File: src/rtl/spi_cmd_regfile.sv
// Command decoder and configuration register bank behind the 25-bit SPI slave (sclk domain).
// Optional macro WRITE_ECHO_EN: when defined, writes also return a response frame.
module spi_cmd_regfile #(
  parameter int          NUM_REGS = 16,
  parameter logic [15:0] ID_VALUE = 16'hE427
) (
  input  logic                   sclk,
  input  logic                   rst,
  input  logic [24:0]            rx_data,
  input  logic                   rx_ready,
  output logic [24:0]            tx_data,
  output logic                   tx_trigger,
  output logic [16*NUM_REGS-1:0] cfg_regs,
  output logic                   cfg_wr_strobe,
  output logic [7:0]             cfg_wr_addr
);

`ifdef WRITE_ECHO_EN
  localparam bit WRITE_ECHO = 1'b1;
`else
  localparam bit WRITE_ECHO = 1'b0;
`endif

  localparam logic [7:0] ADDR_ID     = 8'd0;
  localparam logic [7:0] ADDR_STATUS = 8'd1;

  typedef enum logic [1:0] {IDLE, EXEC, RESP} state_t;

  state_t      state;
  logic        rx_ready_q;
  logic [24:0] cmd;
  logic [7:0]  err_cnt;
  logic [7:0]  ovr_cnt;
  logic [15:0] regs [NUM_REGS-1:2];

  logic        new_frame;
  logic        cmd_write;
  logic [7:0]  cmd_addr;
  logic [15:0] cmd_wdata;
  logic        addr_valid;
  logic        status_clear;
  logic        rw_write;
  logic        exec_err;
  logic        exec_respond;
  logic [15:0] rd_val;
  logic [15:0] exec_rdata;
  logic [7:0]  err_cnt_next;
  logic [7:0]  ovr_cnt_next;

  assign new_frame    = rx_ready & ~rx_ready_q;
  assign cmd_write    = cmd[24];
  assign cmd_addr     = cmd[23:16];
  assign cmd_wdata    = cmd[15:0];
  assign addr_valid   = int'(cmd_addr) < NUM_REGS;
  assign exec_respond = !cmd_write || WRITE_ECHO;

  always_comb begin
    // NOTE: every combinational output gets a default first, so no path can infer a latch.
    rd_val = 16'h0000;
    if (cmd_addr == ADDR_ID)
      rd_val = ID_VALUE;
    else if (cmd_addr == ADDR_STATUS)
      rd_val = {err_cnt, ovr_cnt};
    for (int i = 2; i < NUM_REGS; i++)
      if (cmd_addr == i[7:0]) rd_val = regs[i];
  end

  always_comb begin
    exec_err     = 1'b0;
    exec_rdata   = rd_val;
    status_clear = 1'b0;
    rw_write     = 1'b0;
    if (!addr_valid) begin
      exec_err   = 1'b1;
      exec_rdata = 16'hDEAD;
    end else if (cmd_write) begin
      if (cmd_addr == ADDR_ID) begin
        exec_err   = 1'b1;
        exec_rdata = ID_VALUE;
      end else if (cmd_addr == ADDR_STATUS) begin
        status_clear = 1'b1;
        exec_rdata   = 16'h0000;
      end else begin
        rw_write   = 1'b1;
        exec_rdata = cmd_wdata;
      end
    end
  end

  // A STATUS clear overrides any overrun or error counted in the same cycle.
  always_comb begin
    err_cnt_next = err_cnt;
    ovr_cnt_next = ovr_cnt;
    if (new_frame && state != IDLE && ovr_cnt != 8'hFF)
      ovr_cnt_next = ovr_cnt + 8'd1;
    if (state == EXEC && exec_err && err_cnt != 8'hFF)
      err_cnt_next = err_cnt + 8'd1;
    if (state == EXEC && status_clear) begin
      err_cnt_next = 8'h00;
      ovr_cnt_next = 8'h00;
    end
  end

  // ID and STATUS are not configuration; their slots read as zero.
  always_comb begin
    cfg_regs = '0;
    for (int i = 2; i < NUM_REGS; i++)
      cfg_regs[16*i +: 16] = regs[i];
  end

  // NOTE: sequential state uses <= only, so every register samples pre-edge values.
  always_ff @(posedge sclk) begin
    if (rst) begin
      state         <= IDLE;
      rx_ready_q    <= 1'b0;
      cmd           <= '0;
      err_cnt       <= 8'h00;
      ovr_cnt       <= 8'h00;
      tx_data       <= '0;
      tx_trigger    <= 1'b0;
      cfg_wr_strobe <= 1'b0;
      cfg_wr_addr   <= 8'h00;
      // NOTE: the register array is reset explicitly; configuration must come up known, so it cannot map to RAM.
      for (int i = 2; i < NUM_REGS; i++)
        regs[i] <= 16'h0000;
    end else begin
      rx_ready_q    <= rx_ready;
      err_cnt       <= err_cnt_next;
      ovr_cnt       <= ovr_cnt_next;
      tx_trigger    <= 1'b0;
      cfg_wr_strobe <= 1'b0;
      case (state)
        IDLE: begin
          if (new_frame) begin
            cmd   <= rx_data;
            state <= EXEC;
          end
        end
        EXEC: begin
          if (rw_write) begin
            for (int i = 2; i < NUM_REGS; i++)
              if (cmd_addr == i[7:0]) regs[i] <= cmd_wdata;
            cfg_wr_strobe <= 1'b1;
            cfg_wr_addr   <= cmd_addr;
          end
          if (exec_respond) begin
            tx_data    <= {exec_err, cmd_addr, exec_rdata};
            tx_trigger <= 1'b1;
            state      <= RESP;
          end else begin
            state <= IDLE;
          end
        end
        RESP:    state <= IDLE;
        default: state <= IDLE;
      endcase
    end
  end

endmodule

File: config.mk
export PLATFORM = sky130hd
export DESIGN_NAME = spi_cmd_regfile
export DESIGN_NICKNAME = d
export VERILOG_FILES = /design/src/rtl/spi_cmd_regfile.sv
export SDC_FILE = /design/constraint.sdc
export NUM_CORES = 1
export LEC_CHECK = 0
export ABC_AREA = 1
export CORE_MARGIN = 1
export CORE_UTILIZATION = 54
export CTS_CLUSTER_DIAMETER = 80
export DETAILED_ROUTE_END_ITERATION = 8
export GPL_TIMING_DRIVEN = 0
export PLACE_DENSITY = 0.83
export SETUP_SLACK_MARGIN = 0.15
export SYNTH_ARGS = -nofsm -noshare
export SYNTH_HDL_FRONTEND = slang
export SYNTH_SLANG_ARGS = --single-unit
File: constraint.sdc
create_clock -name sclk -period 6.7 [get_ports sclk]
set_clock_uncertainty 0.05 [all_clocks]
set_input_delay 1.34 -clock sclk [delete_from_list [all_inputs] [get_ports sclk]]
set_output_delay 1.34 -clock sclk [all_outputs]
set_load 0.05 [all_outputs]
==> results.md <==
- 1st-pass router iterations: 5
- Min-Delay Path Class: reg -> reg
- Setup Buffers After CTS: 0
- Worst R2R Path Depth: 10
- Kind of end point of the critical path: output pin
- Synth async-reset ratio: 0%
- First-pass GRT wire length: between 60000 and 70000 um
- Antenna Cells: 0
- DP Cell Count: slightly above 2000
- Min cycle time layout: about 3200 ps
- Slew Viols, Final: 0
- Period utilization: roughly half
- TritonCTS clock tree: yes
- Die X: between 150 and 200 um
- Max-slew headroom: a little under a quarter
- Cts bufs inserted: 31
- Final Hold Viols: 0
- Yosys top cell area share: 51.0%
- Kind of cell adding the most delay to the critical path: buffers and inverters
- Setup CP Type: reg -> out
- Critical-path top delay cell: clkdlybuf4s50_1
- Total of max-cap violations: 0
- Gp weighted congestion: roughly 0.96
- Count leader, synth: nor2_1
- Post-DP HPWL: 34600 um
- Pleak: around 0.0068 uW
- Post-synthesis register bit count: around 300
- Core Util, Final: 74.8%
- Routed vias/inst: roughly 5.6
- Largest net degree at the start of global routing: 17
- Longest Clk Path Bufs: 3
- Number of cells on the critical path: 1
- Critical path required time: 5310 ps
- Worst Path Arrival: ~1900 ps
- Post-CTS sizing: 0
- Total grt overflow: 0
- Tightest Pin Transition: 1150 ps
- Clock tree root driver cell: clkbuf_16
- Bufs and invs on worst path: 1
- Unrepaired setup endpoints after global routing: no
- Die Area: roughly 25000 um2
- Clock latency on the worst-skew pair: 570 ps
- Core area: between 20000 and 25000 um2
- Synth area leader: edfxtp_1
- Outcome: complete, no violations
- Starting Density: between 50% and 60%
- Commonest cells in the netlist: nor2_1, nand2_1, edfxtp_1
- Synthesis-to-layout area growth: 34.5%
- Vias: 11900
- Achievable frequency: slightly above 300 MHz
- DR WL/cell: between 20 and 25 um
- Fillers: roughly 1700
- Max VDD drop: 0.214 mV
- Final nets: 1793
- Mapped Cells: roughly 1400
- Layout cell share with drive strength beyond 1: ~8.5%
- Hold_ws: between 300 and 400 ps
- Initial antenna violation count: 0
- Post-Layout Cell Count: approximately 2100
- CP peak stage delay: ~840 ps
- Port Buffer Count: approximately 290
- Die height: 158 um
- Setup tns final: 0 ps
- Syn Std Cell Area: ~13000 um2
- CTS clk-pin slew, worst paths: ~60 ps
- DRC: 0
- Distinct cells, synth: 37
- Clock sink count: a little over 300
- Tot GR Track Use: a little under two fifths
- Top FF cell, synth: edfxtp_1
- Post-CTS Hold Buffers: 0
- PwrDens: about 260 nW/um2
- Hold Crit Depth: 2
- H-tree levels: 1
- Post-route antenna net violation count: 0
- Post-Syn Area per Cell: 9.40 um2
- I/O pin cnt: 319
- Final setup fails: 0
- DRT Wirelength: between 40000 and 50000 um
- EDFF count, synth: 224
- Worst-path maximum fanout: 2
- Register area share after synthesis: between 60% and 70%
- CP Launch Type: register
- Iter 0 DRT Violations: 1423
- Number of global-route vias before repair: approximately 11000
- Pwr Total: 4670 uW
- Critical path, cell by cell: clkdlybuf4s50_1
- Synth area leaders: edfxtp_1, dfxtp_1, nor2_1
- Ys Warns: 0
- Rows: 56
==> state kept, by name, summed over array words and instances (netlist names), 2 cells and up <==
register     cells
tx_data         25
cfg_wr_addr      8
cmd             25
regs           224
state            2
err_cnt          8
ovr_cnt          8
==> report_power, final <==
| part | switching, uW | internal [uW] |
|---|---|---|
| Sequential | 55.5 | 2080 |
| Combinational | 543 | 182 |
| Clock | 752 | 1060 |
==> cells in the final DEF (no fill, tap or decap), types with 6 or more instances in the layout <==
cell type / synthesis / routed
nand3_1: 12 / 12
buf_6: 2 / 6
clkdlybuf4s50_1: 0 / 285
nand2_1: 260 / 260
or2_2: 14 / 14
edfxtp_1: 224 / 224
dfxtp_1: 79 / 79
clkinv_2: 0 / 9
nand2_4: 8 / 8
nor2_1: 332 / 332
conb_1: 1 / 32
inv_2: 6 / 6
a21oi_1: 67 / 67
o21ai_1: 0 / 12
nor3_1: 12 / 12
nand4_1: 47 / 47
buf_4: 32 / 40
inv_1: 121 / 121
buf_2: 14 / 14
clkinv_1: 4 / 7
clkbuf_1: 41 / 45
clkbuf_16: 0 / 34
o21ai_0: 85 / 72
==> through the flow <==
stage / worst slack [ps] / instance area (um2)
6_report: 3460 / 17700
5_1_grt: 3300 / 17700
4_1_cts: 3480 / 17700
3_5_place_dp: 3090 / 16700
3_3_place_gp: 2680 / 16500
2_1_floorplan: 3700 / 13300
==> path summary, 6_finish.rpt <==
kind,from,to,slack [ps]
worst max-delay path,regs[0][82]$_SDFFCE_PN0P_,cfg_regs[82],3460
worst min-delay path,cfg_wr_addr[4]$_SDFFE_PP0P_,cfg_wr_addr[4]$_SDFFE_PP0P_,390
worst max register to register,cmd[18]$_SDFFE_PP0P_,regs[0][103]$_SDFFCE_PN0P_,3460
worst min register to register,cfg_wr_addr[4]$_SDFFE_PP0P_,cfg_wr_addr[4]$_SDFFE_PP0P_,390
==> area by class of cell <==
type	instances	area, um2	area share (%)
Clock buffer	40	893	5.04
Timing Repair Buffer	297	2960	16.7
Inverter	131	492	2.77
Clock inverter	18	171	0.967
Tap cell	319	399	2.25
Multi-Input combinational cell	907	3990	22.5
Buffer	92	509	2.87
Sequential cell	303	8310	46.9
==> layer usage <==
metal  up-vias  part of all wire (%)  global-route usage [%]
li1       5256                     -                       -
met1      5555                    35                    48.7
met2       944                    46                    59.8
met3       141                    13                    6.10
met4         0                   5.2                    18.3
met5         -                     0                       0
==> cell families (layout without fill, tap and decap cells) <==
kind of cell,Yosys count,in the layout,share of synthesized area [%]
flops,303,303,63.0
fa+ha+maj,2,2,0.190
simple gates,704,704,22.4
compound gates,165,165,6.50
xor+xnor,4,4,0.266
buf+inv,223,578,7.59
other cells,1,32,0.0284
No activity file was read; power rests on OpenSTA's default activity.
